**src/rtl/multi_radix_mul_arbiter_pkg.sv**
```systemverilog
// Shared definitions for the multi-requester multiplier arbiter.
// Holds the control FSM state type and the default operand/product widths
// and multiplier latency used by the top module and the multiply pipeline.
package multi_radix_mul_arbiter_pkg;

    // Default geometry: signed A operand, unsigned B operand, truncated product
    localparam int DEFAULT_A_W = 15;
    localparam int DEFAULT_B_W = 14;
    localparam int DEFAULT_P_W = 15;
    localparam int DEFAULT_LAT = 3;

    // RUN accepts work, DRAIN waits for the pipeline to empty, DONE pulses flush_done
    typedef enum logic [1:0] {
        RUN   = 2'd0,
        DRAIN = 2'd1,
        DONE  = 2'd2
    } arb_state_e;

endpackage

```
**src/rtl/multi_radix_mul_pipe.sv**
```systemverilog
// Clock-enabled multiply pipeline: operand register, product register and
// LAT-2 output registers (a single output register at the default LAT=3).
// The product is the low P_W bits of signed a times zero-extended b.
// Ports:
//   clk, reset : clock and synchronous active-high reset
//   ce_i       : advance enable; every register holds while low
//   a_i        : signed multiplicand
//   b_i        : unsigned multiplier
//   p_o        : truncated product from the final register
module multi_radix_mul_pipe
    import multi_radix_mul_arbiter_pkg::*;
#(
    parameter int A_W = DEFAULT_A_W,
    parameter int B_W = DEFAULT_B_W,
    parameter int P_W = DEFAULT_P_W,
    parameter int LAT = DEFAULT_LAT
) (
    input  logic           clk,
    input  logic           reset,
    input  logic           ce_i,
    input  logic [A_W-1:0] a_i,
    input  logic [B_W-1:0] b_i,
    output logic [P_W-1:0] p_o
);

    // One extra bit holds the zero-extended multiplier as a positive signed value
    localparam int FULL_W = A_W + B_W + 1;

    logic [A_W-1:0]           opA_q;
    logic [B_W-1:0]           opB_q;
    logic [P_W-1:0]           prod_q;
    logic [P_W-1:0]           prod_d;
    logic [P_W-1:0]           outStage_q [LAT-2];
    logic signed [FULL_W-1:0] aExt;
    logic signed [FULL_W-1:0] bExt;

    // Sign-extend A, zero-extend B, keep only the low P_W bits of the product
    always_comb begin
        aExt   = FULL_W'($signed(opA_q));
        bExt   = FULL_W'({1'b0, opB_q});
        prod_d = P_W'(aExt * bExt);
    end

    // All stages move together under ce so results keep their tag alignment
    always_ff @(posedge clk) begin
        if (reset) begin
            opA_q  <= '0;
            opB_q  <= '0;
            prod_q <= '0;
            for (int i = 0; i < LAT - 2; i++) begin
                outStage_q[i] <= '0;
            end
        end else if (ce_i) begin
            opA_q         <= a_i;
            opB_q         <= b_i;
            prod_q        <= prod_d;
            outStage_q[0] <= prod_q;
            for (int i = 1; i < LAT - 2; i++) begin
                outStage_q[i] <= outStage_q[i-1];
            end
        end
    end

    assign p_o = outStage_q[LAT-3];

endmodule

```
**src/rtl/multi_radix_mul_arbiter.sv**
```systemverilog
// Round-robin arbiter in front of a shared signed x unsigned multiplier.
// Each accepted operation carries its requester index through a valid/tag
// pipeline so the result is routed back one-hot on rsp_valid. A result that
// its requester will not take freezes the whole pipeline. flush_req drains
// the pipeline and reports completion with a one-cycle flush_done pulse.
// Optional statistics (stat_grants, stat_stall) exist only when the macro
// MULTI_RADIX_MUL_ARB_STATS_EN is defined.
// Ports:
//   clk, reset            : clock and synchronous active-high reset
//   req_valid/req_ready   : per-requester operand handshake
//   req_a, req_b          : packed per-requester operands
//   rsp_valid/rsp_ready   : one-hot result valid, per-requester accept
//   rsp_p                 : shared result bus
//   flush_req/flush_done  : drain request and completion pulse
//   busy                  : any operation in flight
module multi_radix_mul_arbiter
    import multi_radix_mul_arbiter_pkg::*;
#(
    parameter int NUM_REQ = 4,
    parameter int A_W     = DEFAULT_A_W,
    parameter int B_W     = DEFAULT_B_W,
    parameter int P_W     = DEFAULT_P_W,
    parameter int LAT     = DEFAULT_LAT
) (
    input  logic                   clk,
    input  logic                   reset,
    input  logic [NUM_REQ-1:0]     req_valid,
    output logic [NUM_REQ-1:0]     req_ready,
    input  logic [NUM_REQ*A_W-1:0] req_a,
    input  logic [NUM_REQ*B_W-1:0] req_b,
    output logic [NUM_REQ-1:0]     rsp_valid,
    input  logic [NUM_REQ-1:0]     rsp_ready,
    output logic [P_W-1:0]         rsp_p,
    input  logic                   flush_req,
    output logic                   flush_done,
    output logic                   busy
`ifdef MULTI_RADIX_MUL_ARB_STATS_EN
    ,
    output logic [NUM_REQ*32-1:0]  stat_grants,
    output logic [31:0]            stat_stall
`endif
);

    localparam int IDX_W = $clog2(NUM_REQ);

    arb_state_e       state_q;
    logic [IDX_W-1:0] rrPtr_q;
    logic             flushDone_q;
    logic [LAT-1:0]   pipeValid_q;
    logic [IDX_W-1:0] pipeTag_q [LAT];

    logic             ce;
    logic             grantFound;
    logic             grantEn;
    logic [IDX_W-1:0] grantIdx;
    logic [IDX_W-1:0] candIdx;
    logic [A_W-1:0]   selA;
    logic [B_W-1:0]   selB;
    logic             outValid;
    logic [IDX_W-1:0] outTag;

    assign outValid = pipeValid_q[LAT-1];
    assign outTag   = pipeTag_q[LAT-1];

    // Freeze everything while the output holds a result its owner refuses
    assign ce = !(outValid && !rsp_ready[outTag]);

    // Search starts one past the last accepted index and wraps once around
    always_comb begin
        grantFound = 1'b0;
        grantIdx   = '0;
        candIdx    = '0;
        for (int k = 1; k <= NUM_REQ; k++) begin
            candIdx = IDX_W'((int'(rrPtr_q) + k) % NUM_REQ);
            if (!grantFound && req_valid[candIdx]) begin
                grantFound = 1'b1;
                grantIdx   = candIdx;
            end
        end
    end

    assign grantEn   = grantFound && (state_q == RUN) && ce;
    assign req_ready = grantEn ? (NUM_REQ'(1) << grantIdx) : '0;
    assign selA      = req_a[grantIdx*A_W +: A_W];
    assign selB      = req_b[grantIdx*B_W +: B_W];

    // Valid/tag shadow of the multiply pipeline, advancing only with ce
    always_ff @(posedge clk) begin
        if (reset) begin
            pipeValid_q <= '0;
            for (int i = 0; i < LAT; i++) begin
                pipeTag_q[i] <= '0;
            end
        end else if (ce) begin
            pipeValid_q  <= {pipeValid_q[LAT-2:0], grantEn};
            pipeTag_q[0] <= grantIdx;
            for (int i = 1; i < LAT; i++) begin
                pipeTag_q[i] <= pipeTag_q[i-1];
            end
        end
    end

    // Control FSM with round-robin pointer and registered flush_done.
    // DRAIN looks at the valid bits, so an op accepted alongside flush_req
    // is already in the pipeline when DRAIN first evaluates emptiness.
    always_ff @(posedge clk) begin
        if (reset) begin
            state_q     <= RUN;
            rrPtr_q     <= IDX_W'(NUM_REQ - 1);
            flushDone_q <= 1'b0;
        end else begin
            if (grantEn) begin
                rrPtr_q <= grantIdx;
            end
            case (state_q)
                RUN: begin
                    flushDone_q <= 1'b0;
                    if (flush_req) begin
                        state_q <= DRAIN;
                    end
                end
                DRAIN: begin
                    if (pipeValid_q == '0) begin
                        state_q     <= DONE;
                        flushDone_q <= 1'b1;
                    end
                end
                DONE: begin
                    state_q     <= RUN;
                    flushDone_q <= 1'b0;
                end
                default: begin
                    state_q     <= RUN;
                    flushDone_q <= 1'b0;
                end
            endcase
        end
    end

    multi_radix_mul_pipe #(
        .A_W (A_W),
        .B_W (B_W),
        .P_W (P_W),
        .LAT (LAT)
    ) u_pipe (
        .clk   (clk),
        .reset (reset),
        .ce_i  (ce),
        .a_i   (selA),
        .b_i   (selB),
        .p_o   (rsp_p)
    );

    assign rsp_valid  = outValid ? (NUM_REQ'(1) << outTag) : '0;
    assign flush_done = flushDone_q;
    assign busy       = |pipeValid_q;

`ifdef MULTI_RADIX_MUL_ARB_STATS_EN
    logic [NUM_REQ*32-1:0] statGrants_q;
    logic [31:0]           statStall_q;

    // Free-running wrap-around counters of transfers per requester and stalls
    always_ff @(posedge clk) begin
        if (reset) begin
            statGrants_q <= '0;
            statStall_q  <= '0;
        end else begin
            for (int i = 0; i < NUM_REQ; i++) begin
                if (grantEn && (grantIdx == IDX_W'(i))) begin
                    statGrants_q[i*32 +: 32] <= statGrants_q[i*32 +: 32] + 32'd1;
                end
            end
            if (!ce) begin
                statStall_q <= statStall_q + 32'd1;
            end
        end
    end

    assign stat_grants = statGrants_q;
    assign stat_stall  = statStall_q;
`endif

endmodule
```
**config.mk**
```make
export PLATFORM = sky130hd
export DESIGN_NAME = multi_radix_mul_arbiter
export DESIGN_NICKNAME = d
export VERILOG_FILES = /design/src/rtl/multi_radix_mul_arbiter_pkg.sv /design/src/rtl/multi_radix_mul_pipe.sv /design/src/rtl/multi_radix_mul_arbiter.sv
export SDC_FILE = /design/constraint.sdc
export NUM_CORES = 1
export LEC_CHECK = 0
export ABC_AREA = 1
export BUFFER_PORTS_ARGS = -buffer_cell sky130_fd_sc_hd__buf_2
export CORE_ASPECT_RATIO = 1.1
export CORE_UTILIZATION = 58
export DETAILED_ROUTE_END_ITERATION = 6
export PLACE_DENSITY = 0.92
export SLEW_MARGIN = 20
export SYNTH_ARGS = -nofsm -noshare
export SYNTH_HDL_FRONTEND = slang
export SYNTH_SLANG_ARGS = --single-unit
```
**constraint.sdc**
```tcl
create_clock -name clk -period 13.9 [get_ports clk]
set_input_delay 2.78 -clock clk [delete_from_list [all_inputs] [get_ports clk]]
set_output_delay 2.78 -clock clk [all_outputs]
set_load 0.005 [all_outputs]
```
# Word-level counts from Yosys, hierarchy flattened
# Memories as Yosys holds them, arrays and structs flattened.
# Index checks and enable logic that the tools add are counted.
classes:
  n_addsub: 4
  multipliers: 3
  order_cmp: 5
  eq_ne: 3
  shifts: 4
  muxes: 33
  n_bitwise: 4
  n_reduce_logical: 17
ops:
  columns: ["cell", "count"]
  rows:
  - ["$shiftx 60x7->15", 1]
  - ["$shiftx 56x7->14", 1]
  - ["$mux 2", 9]
  - ["$lt 2x3->1 const B", 5]
  - ["$mul 15x15->15", 1]
  - ["$mux 1", 15]
  - ["$mux 15", 1]
  - ["$reduce_or 15->1", 1]
  - ["$bmux 1 s2", 5]
  - ["$mux 4", 2]
  - ["$shl 1x2->4 const A", 2]
  - ["$logic_and 1x1->1", 6]
  - ["$mul 2x4->6 const B", 1]
  - ["$logic_not 1->1", 5]
  - ["$mul 2x3->5 const B", 1]
  - ["$add 2x1->2 const B", 2]
  - ["$add 2x2->2 const B", 2]
  - ["$ne 2x2->1 const B", 2]
  - ["$pmux 2 s2", 1]
  - ["$logic_not 3->1", 1]
  - ["$or 1x1->1", 3]
  - ["$reduce_or 3->1", 1]
  - ["$eq 2x1->1 const B", 1]
  - ["$logic_not 2->1", 1]
  - ["3 further kinds", 3]
totals:
  ff_bits: 52
  mem_bits_rw: 21
  wordCells: 82
  memories: 2
memory_table:
  columns: ["memory", "depth", "width", "rd", "rd_ports_with_merged_regs", "wr", "line", "source"]
  rows:
  - ["u_pipe.outStage_q", 1, 15, 1, 0, 1, "multi_radix_mul_pipe.sv:33", "logic [P_W-1:0] outStage_q [LAT-2];"]
  - ["pipeTag_q", 3, 2, 3, 0, 3, "multi_radix_mul_arbiter.sv:50", "logic [IDX_W-1:0] pipeTag_q [LAT];"]

# Depth between registers and ports, before layout
# Gate-level depths: netlist of run 1.
logic_depth:
  word_depth: 16
  depth_mapped: 29
  mapped_depth_nobuf: 27

# Modules after synthesis
# Synthesis of run 1 repeated with hierarchy kept, for this count alone.
unflattened:
  hier_cells: 1150
  hier_area_um2: 7898.8
by_module_without_submodules:
  columns: ["mod", "instances", "cells_per_inst", "area_each_um2"]
  rows:
  - ["multi_radix_mul_pipe", 1, 741, 5683.0]
  - ["multi_radix_mul_arbiter", 1, 409, 2215.9]

# Worst setup path after synthesis of run 1
# OpenSTA, ideal clock, no wires.
synth_path:
  path_kind: "input -> output"
  startpoint: "input req_valid[1]"
  endpoint: "output req_ready[0]"
  arrival_time_ns: 3.979
  t_required_ns: 11.120
  slack_ns: 7.141
  stages: 11
  path_buffers: 1
  path_cell_list: "inv_1 o21ai_0 nand2_1 nand2_2 nor2_1 nor2_2 nand2_4 nand2_4 buf_4 inv_1 nor3_1"
synth_via:
  elab_chain_cells: 15
synth_lines:
  columns: ["item", "line", "source"]
  rows:
  - ["start, declared", "multi_radix_mul_arbiter.sv:27", "input logic [NUM_REQ-1:0] req_valid,"]
  - ["$bmux 1 s2", "multi_radix_mul_arbiter.sv:75", "if (!grantFound && req_valid[candIdx]) begin"]
  - ["$mux 1 (implied by the code)", "multi_radix_mul_arbiter.sv:75", null]
  - ["$mux 1", "multi_radix_mul_arbiter.sv:75", null]
  - ["$logic_not 1->1", "multi_radix_mul_arbiter.sv:75", null]
  - ["$logic_and 1x1->1", "multi_radix_mul_arbiter.sv:75", null]
  - ["$mux 1", "multi_radix_mul_arbiter.sv:75", null]
  - ["$logic_not 1->1", "multi_radix_mul_arbiter.sv:75", null]
  - ["$logic_and 1x1->1", "multi_radix_mul_arbiter.sv:75", null]
  - ["$mux 1", "multi_radix_mul_arbiter.sv:75", null]
  - ["$logic_not 1->1", "multi_radix_mul_arbiter.sv:75", null]
  - ["$logic_and 1x1->1", "multi_radix_mul_arbiter.sv:75", null]
  - ["$mux 1", "multi_radix_mul_arbiter.sv:75", null]
  - ["$logic_and 1x1->1 (2 in a row)", "multi_radix_mul_arbiter.sv:82", "assign grantEn = grantFound && (state_q == RUN) && ce;"]
  - ["$mux 4 (*)", "multi_radix_mul_arbiter.sv:83", "assign req_ready = grantEn ? (NUM_REQ'(1) << grantIdx) : '0;"]
  - ["end, declared", "multi_radix_mul_arbiter.sv:28", "output logic [NUM_REQ-1:0] req_ready,"]
# Mark *: on every way between the ends. The rest lies on a longest branch, timed or not. The select of a mux whose other input is x is not followed.

# Final worst setup path of run 1
layout_path:
  startpoint: "input req_valid[0]"
  endpoint: "output req_ready[1]"
# Same word-level chain as after synthesis.

==> qor.yml, run 1 <==
die_area_um2: 14100
cts-buffers-inserted: 9
ys.flop_type: "dfxtp_1"
drc: 0
vdd_ir_drop_max_v: 0.000215
layout-drive-gt1-share_pct: 13.7
gp_congestion: 0.925
h-tree-depth: 3
finalHoldViolCount: 0
grt_setup_unrepaired: "false"
synthArstFlopShare_pct: 0
p_leak_nw: 5.58
post-route-cell-area_um2: 8990
setup_viol: 0
drv_cap: 0
regArea_um2: 1670
grt_pass1_vias: 7683
drt-total-wl_um: 19500
hp-class: "flop to flop"
io_pins: 152
cts_hold_buf: 0
cp_max_fo: 62
worstPathRequired_ns: 11.12
setup_tns_ns: 0
yosys.area.top_type: "nand2_1"
cpPeakStageDelay_ns: 0.49
period_share_pct: 56.5
port_buffers: 151
seq_area_frac_synth_pct: 21.1
synthTopCellsByCount: "nand2_1 (453), inv_1 (272), nand3_1 (93), fa_1 (68), dfxtp_1 (52)"
synth_nets: 1451
placed_cells: 1494
cp_slowest_cell: "nand2_4"
critical-path-top-delay-family: "simple AND/OR/NAND/NOR gates"
post_cts_buffers: 0
start_util_pct: 59.8
cp-end-kind: "primary output"
synth_cell_type_count: 34
synth_warnings: 0
ctsResizeCount: 0
cp_cell_sequence: "buf_2 -> nand2_1 -> o21ai_0 -> nand2_1 -> nand2_2 -> nor2_4 -> nand3_2 -> nand2_4 -> nand2_4 -> inv_1 -> nand3_1 -> inv_1 -> buf_2"
critPathKind: "input pin to primary output"
synth.most_common_cell: "nand2_1"
overflow: 0
grt_start_max_net_pins: 63
postRouteAntennaNets: 0
fin_worst_skew_ns: 0.00630
cts_num_sinks: 73
clock_path_buffers: 2
synth_edf_count: 21
placed_area_um2: 8640
drt-initial-drc-count: 564
multiInputGateArea_um2: 4940
cts_tree: "built"
yosys.area.top_type_share_pct: 21.4
cts_root_buffer: "clkbuf_16"
antenna_found_initial: 1
die_x_um: 113
dp_hpwl_um: 14600
rows: 44
via_per_inst: 5.16
grt_pass1_wl_um: 33400
postSynthAreaPerCell_um2: 6.53
p_total_mw: 2.19
worstMarginPinSlew_ns: 0.752
wire_per_inst_um: 12.9
syn_inst: 1214
area_growth_pct: 13.4
cp_data_arrival_time_ns: 5.07
grtUsageTotal_pct: 29.1
instances_no_fill: 1511
min_period_ns: 7.85
num_vias: 7797
clk_pin_slew_worst_paths_ns: 0.06
cp-start-kind: "input pin"
firstDrtPassIters: 7
syn-cell-area_um2: 7930
nets: 1558
report.final.slew_viol_count: 0
yosys_register_bits: 73
core_um2: 13300
outcome: "finished, final reports clean"
holdWs_ns: 0.480
fmax_mhz: 127
power_density_nw_per_um2: 244
critPathBufInv: 4
die_h_um: 125
slew_headroom_pct: 49.8
worstSkewPairLatency_ns: 0.34
fill_cells: 1080
ys_top_cells_by_area: "nand2_1 (21%), fa_1 (17%), dfxtp_1 (13%)"
[report_power, final]
part / leakage [nW] / total, mW / internal (mW) / switching (mW)
combinational: 4.73 / 1.51 / 0.532 / 0.979
sequential: 0.682 / 0.414 / 0.295 / 0.120
clock: 0.167 / 0.265 / 0.176 / 0.0889
total: 5.58 / 2.19 / 1.00 / 1.19
[path summary, 6_finish.rpt]
kind,from,slack [ns],end,depth (start not counted)
setup / recovery,req_valid[0],6.05,req_ready[1],13
hold reg to reg,u_pipe.prod_q[12],0.48,u_pipe.prod_q[12],2
setup reg to reg,u_pipe.opB_q[0],8.27,u_pipe.prod_q[12],23
hold / removal,u_pipe.prod_q[12],0.48,u_pipe.prod_q[12],2
[layout by cell type, fill, tap and decap left out, types with 9 or more instances in the layout]
cell,count
a21oi_1,11
buf_2,151
clkbuf_16,9
dfxtp_1,52
edfxtp_1,21
fa_1,68
ha_1,42
inv_1,271
nand2_1,453
nand3_1,93
nand3b_1,32
nor2_1,39
o21ai_0,25
[per-stage QoR]
stage          setup slack, ns  utilization [%]
6_report                  6.05             67.8
5_1_grt                   5.75             67.8
4_1_cts                   6.08             67.7
3_5_place_dp              6.09             65.1
3_3_place_gp              6.16             65.1
2_1_floorplan             7.14                -
[layout make-up]
cell class                 count  area share [%]
inverter                     274            11.4
multi-input combinational    809            54.9
sequential                    73            18.6
clock inverter                 6            1.25
tap                          184            2.56
clock buffer                  10            2.55
antenna                        1          0.0278
timing repair buffer         154            8.66
[tightest hold or removal path, delay by kind of cell (launching register included)]
family / cells / cell delay, ns
AO/OA/AOI/OAI: 1 / 0.07
buffers and inverters: 1 / 0.06
flip-flops: 1 / 0.29
[routing by layer]
| metal | wire length, um | track usage, % | share of wire [%] |
|---|---|---|---|
| met4 | 819 | 13.5 | 4.2 |
| met2 | 9980 | 52.3 | 51 |
| met5 | 0 | 0 | 0 |
| met1 | 7440 | 33.7 | 38 |
| met3 | 1300 | 4.23 | 6.6 |
[cells by family (layout without fill, tap and decap cells)]
kind of cell | Yosys count | after routing | synth area share, %
other cells | 0 | 1 | 0
flops | 73 | 73 | 21.1
fa+ha+maj | 110 | 110 | 23.8
compound gates | 54 | 54 | 3.72
simple gates | 640 | 640 | 34.1
buf+inv | 332 | 444 | 16.7
xor+xnor | 5 | 5 | 0.552
[flip-flops by register name, indices dropped and copies added, names as in the netlist]
register	flops
flush_done	1
pipeTag_q	6
pipeValid_q	3
rrPtr_q	2
state_q	2
u_pipe.opA_q	15
u_pipe.opB_q	14
u_pipe.outStage_q	15
u_pipe.prod_q	15
Note: power is estimated with default switching activity, not from simulation.
==> run 2: changes to the inputs <==
- CORE_UTILIZATION: 58 -> 52
- PLACE_DENSITY: 0.92 -> 0.88
- clock period: 13.9 -> 6.55 ns (I/O delays scaled with it)
==> qor.yml, run 2 (synthesis gave the netlist of run 1 again) <==
outcome: "finished, final reports clean"
area_growth_pct: 13.3  # about the same
grt_start_max_net_pins: 63  # unchanged
drt-total-wl_um: 19300  # -1.0%
num_vias: 7651  # -1.9%
gp_congestion: 0.903  # -2.4%
hold_path_depth: 2  # unchanged
cts_hold_buf: 0  # unchanged
setup_viol: 0  # unchanged
final_common_cell: "nand2_1"
die_x_um: 120  # +5.5%
firstDrtPassIters: 5  # -2
fin_worst_skew_ns: 0.00679  # +0.000487 ns
overflow: 0  # unchanged
fmax_mhz: 184
reg.largest.list: "u_pipe.opA_q x15, u_pipe.outStage_q x15, u_pipe.prod_q x15"
drc: 0  # unchanged
io_pins: 152  # unchanged
rrSetupSlack_ns: 1.12  # -7.15 ns
grtUsageTotal_pct: 25.7  # -3.4 points
clock_path_buffers: 2  # unchanged
antenna_found_initial: 0  # -1
drt-initial-drc-count: 552  # -2.1%
vdd_ir_drop_max_v: 0.000315  # +47%
insertedDiodeCount: 0  # -1
wl_met1_um: 7890  # +6.2%
p_leak_nw: 5.58  # about the same
rows: 46  # +4.5%
cp-end-kind: "flop"
dp_hpwl_um: 14900  # +2.4%
clk_pin_slew_worst_paths_ns: 0.06  # about the same
cts_tree: "built"
critPathKind: "flop to flop"
port_buffers: 151  # unchanged
die_h_um: 132  # +5.5%
grt_setup_unrepaired: "false"
cp_data_arrival_time_ns: 5.64  # +0.57 ns
via_per_inst: 5.02  # -2.6%
nets: 1563  # +0.32%
slew_headroom_pct: 57.7  # +7.9 points
comb_power_share_pct: 70.5  # +1.5 points
worstSkewPairLatency_ns: 0.34  # about the same
placed_area_um2: 8690  # +0.52%
dr_wl_met2_um: 9560  # -4.3%
critical-path-top-delay-family: "adder cells"
start_util_pct: 54.0  # -5.7 points
period_share_pct: 82.8
cp_cell_sequence: "nand2_1 -> inv_1 -> fa_1 -> inv_1 -> fa_1 -> inv_1 -> fa_1 -> ha_1 -> fa_1 -> inv_1 -> fa_1 -> inv_1 -> ha_1 -> nand2_1 -> nor3_1 -> nand2_1 -> nand3_1 -> nand2_1 -> nand2_1 -> a21oi_1 -> or2_2 -> nand3_1 -> o21ai_0"
cp-start-kind: "flop"
reg2reg_depth: 23  # unchanged
post-route-cell-area_um2: 8980  # about the same
switching_share_pct: 54.6  # +0.41 points
hp-class: "flop to flop"
wire_per_inst_um: 12.7  # -1.8%
grt_pass1_vias: 7476  # -2.7%
drv_cap: 0  # unchanged
layout-drive-gt1-share_pct: 13.8  # +0.099 points
post_cts_buffers: 0  # unchanged
worstMarginPinSlew_ns: 0.633  # -0.119 ns
min_period_ns: 5.43
cpPeakStageDelay_ns: 0.70  # +0.21 ns
cp.depth: 23  # +10
cts-buffers-inserted: 9  # unchanged
clock_power_share_pct: 10.8  # -1.3 points
mostFrequentLayoutCells: "nand2_1 (453), inv_1 (272), buf_2 (151)"
cts_num_sinks: 73  # unchanged
cp_slowest_cell: "dfxtp_1"
postRouteAntennaNets: 0  # unchanged
fill_cells: 1310  # +21%
grt_pass1_wl_um: 32900  # -1.3%
top_layer: "met4"
cp_max_fo: 17  # -73%
critPathBufInv: 5  # +1
power_density_nw_per_um2: 512  # +110%
setup_tns_ns: 0  # unchanged
core_um2: 14700  # +11%
cts_root_buffer: "clkbuf_16"
report.final.slew_viol_count: 0  # unchanged
p_switching_mw: 2.51  # +110%
seqPwrFrac_pct: 18.7  # -0.2 points
die_area_um2: 15700  # +11%
p_int_mw: 2.09  # +110%
finalHoldViolCount: 0  # unchanged
h-tree-depth: 3  # unchanged
worstPathRequired_ns: 6.77  # -4.35 ns
ctsResizeCount: 0  # unchanged
wl_met3_um: 1150  # -11%
## run 2: changes by cell type in the layout (fill, tap and decap cells not counted), sizes merged
cell,before,now
diode,1,0
clkbuf,10,11
buf,154,159
clkinvlp,0,1
clkinv,1,3
inv,276,274
bufinv,3,1
## run 2: worst reg2reg max path, cell delays in order, from the launching register on
cell	delay (ns)
dfxtp_1	0.70
nand2_1	0.11
inv_1	0.10
fa_1	0.41
inv_1	0.08
fa_1	0.41
inv_1	0.08
fa_1	0.43
ha_1	0.33
fa_1	0.53
inv_1	0.05
fa_1	0.53
inv_1	0.04
ha_1	0.38
nand2_1	0.09
nor3_1	0.20
nand2_1	0.09
nand3_1	0.11
nand2_1	0.07
nand2_1	0.06
a21oi_1	0.06
or2_2	0.29
nand3_1	0.08
o21ai_0	0.08
## run 2: final cells by class
cell class | count | area [um^2] | area share (%)
clock inverter | 5 | 55.1 | 0.613
timing repair buffer | 159 | 816 | 9.08
inverter | 274 | 1030 | 11.4
clock buffer | 11 | 243 | 2.70
sequential | 73 | 1670 | 18.6
multi-input combinational | 809 | 4930 | 54.9
tap | 192 | 240 | 2.67
## run 2: power by group through the flow
stage / logic (mW) / clock network, mW / registers [mW]
2_1_floorplan: 2.75 / 0 / 0.695
3_3_place_gp: 3.13 / 0 / 0.847
3_5_place_dp: 3.22 / 0 / 0.855
4_1_cts: 3.26 / 0.502 / 0.848
5_1_grt: 3.76 / 0.520 / 0.879
6_report: 3.25 / 0.497 / 0.859
## run 2: final timing paths
path / start / to
worst max-delay path: u_pipe.opB_q[0] / u_pipe.prod_q[12]
worst min-delay path: u_pipe.prod_q[14] / u_pipe.prod_q[14]
worst max register to register: u_pipe.opB_q[0] / u_pipe.prod_q[12]
worst min register to register: u_pipe.prod_q[14] / u_pipe.prod_q[14]
## run 2: layer usage
layer | global-route usage [%] | vias up
li1 | - | 3829
met1 | 30.7 | 3444
met2 | 45.0 | 313
met3 | 3.91 | 65
met4 | 12.1 | 0
met5 | 0 | -
## run 2: stage by stage
step / utilization [%] / instances / hold WS [ns] / setup slack (ns) / power, mW
after floorplan: - / 1214 / 0.426 / 1.36 / 3.44
after global routing: 61.2 / 1523 / 0.500 / 0.731 / 5.16
after global placement: 59.2 / 1507 / 0.458 / 1.34 / 3.98
final: 61.2 / 1523 / 0.462 / 1.12 / 4.60
after CTS: 61.2 / 1523 / 0.462 / 1.17 / 4.61
after detailed placement: 59.2 / 1507 / 0.452 / 1.20 / 4.08
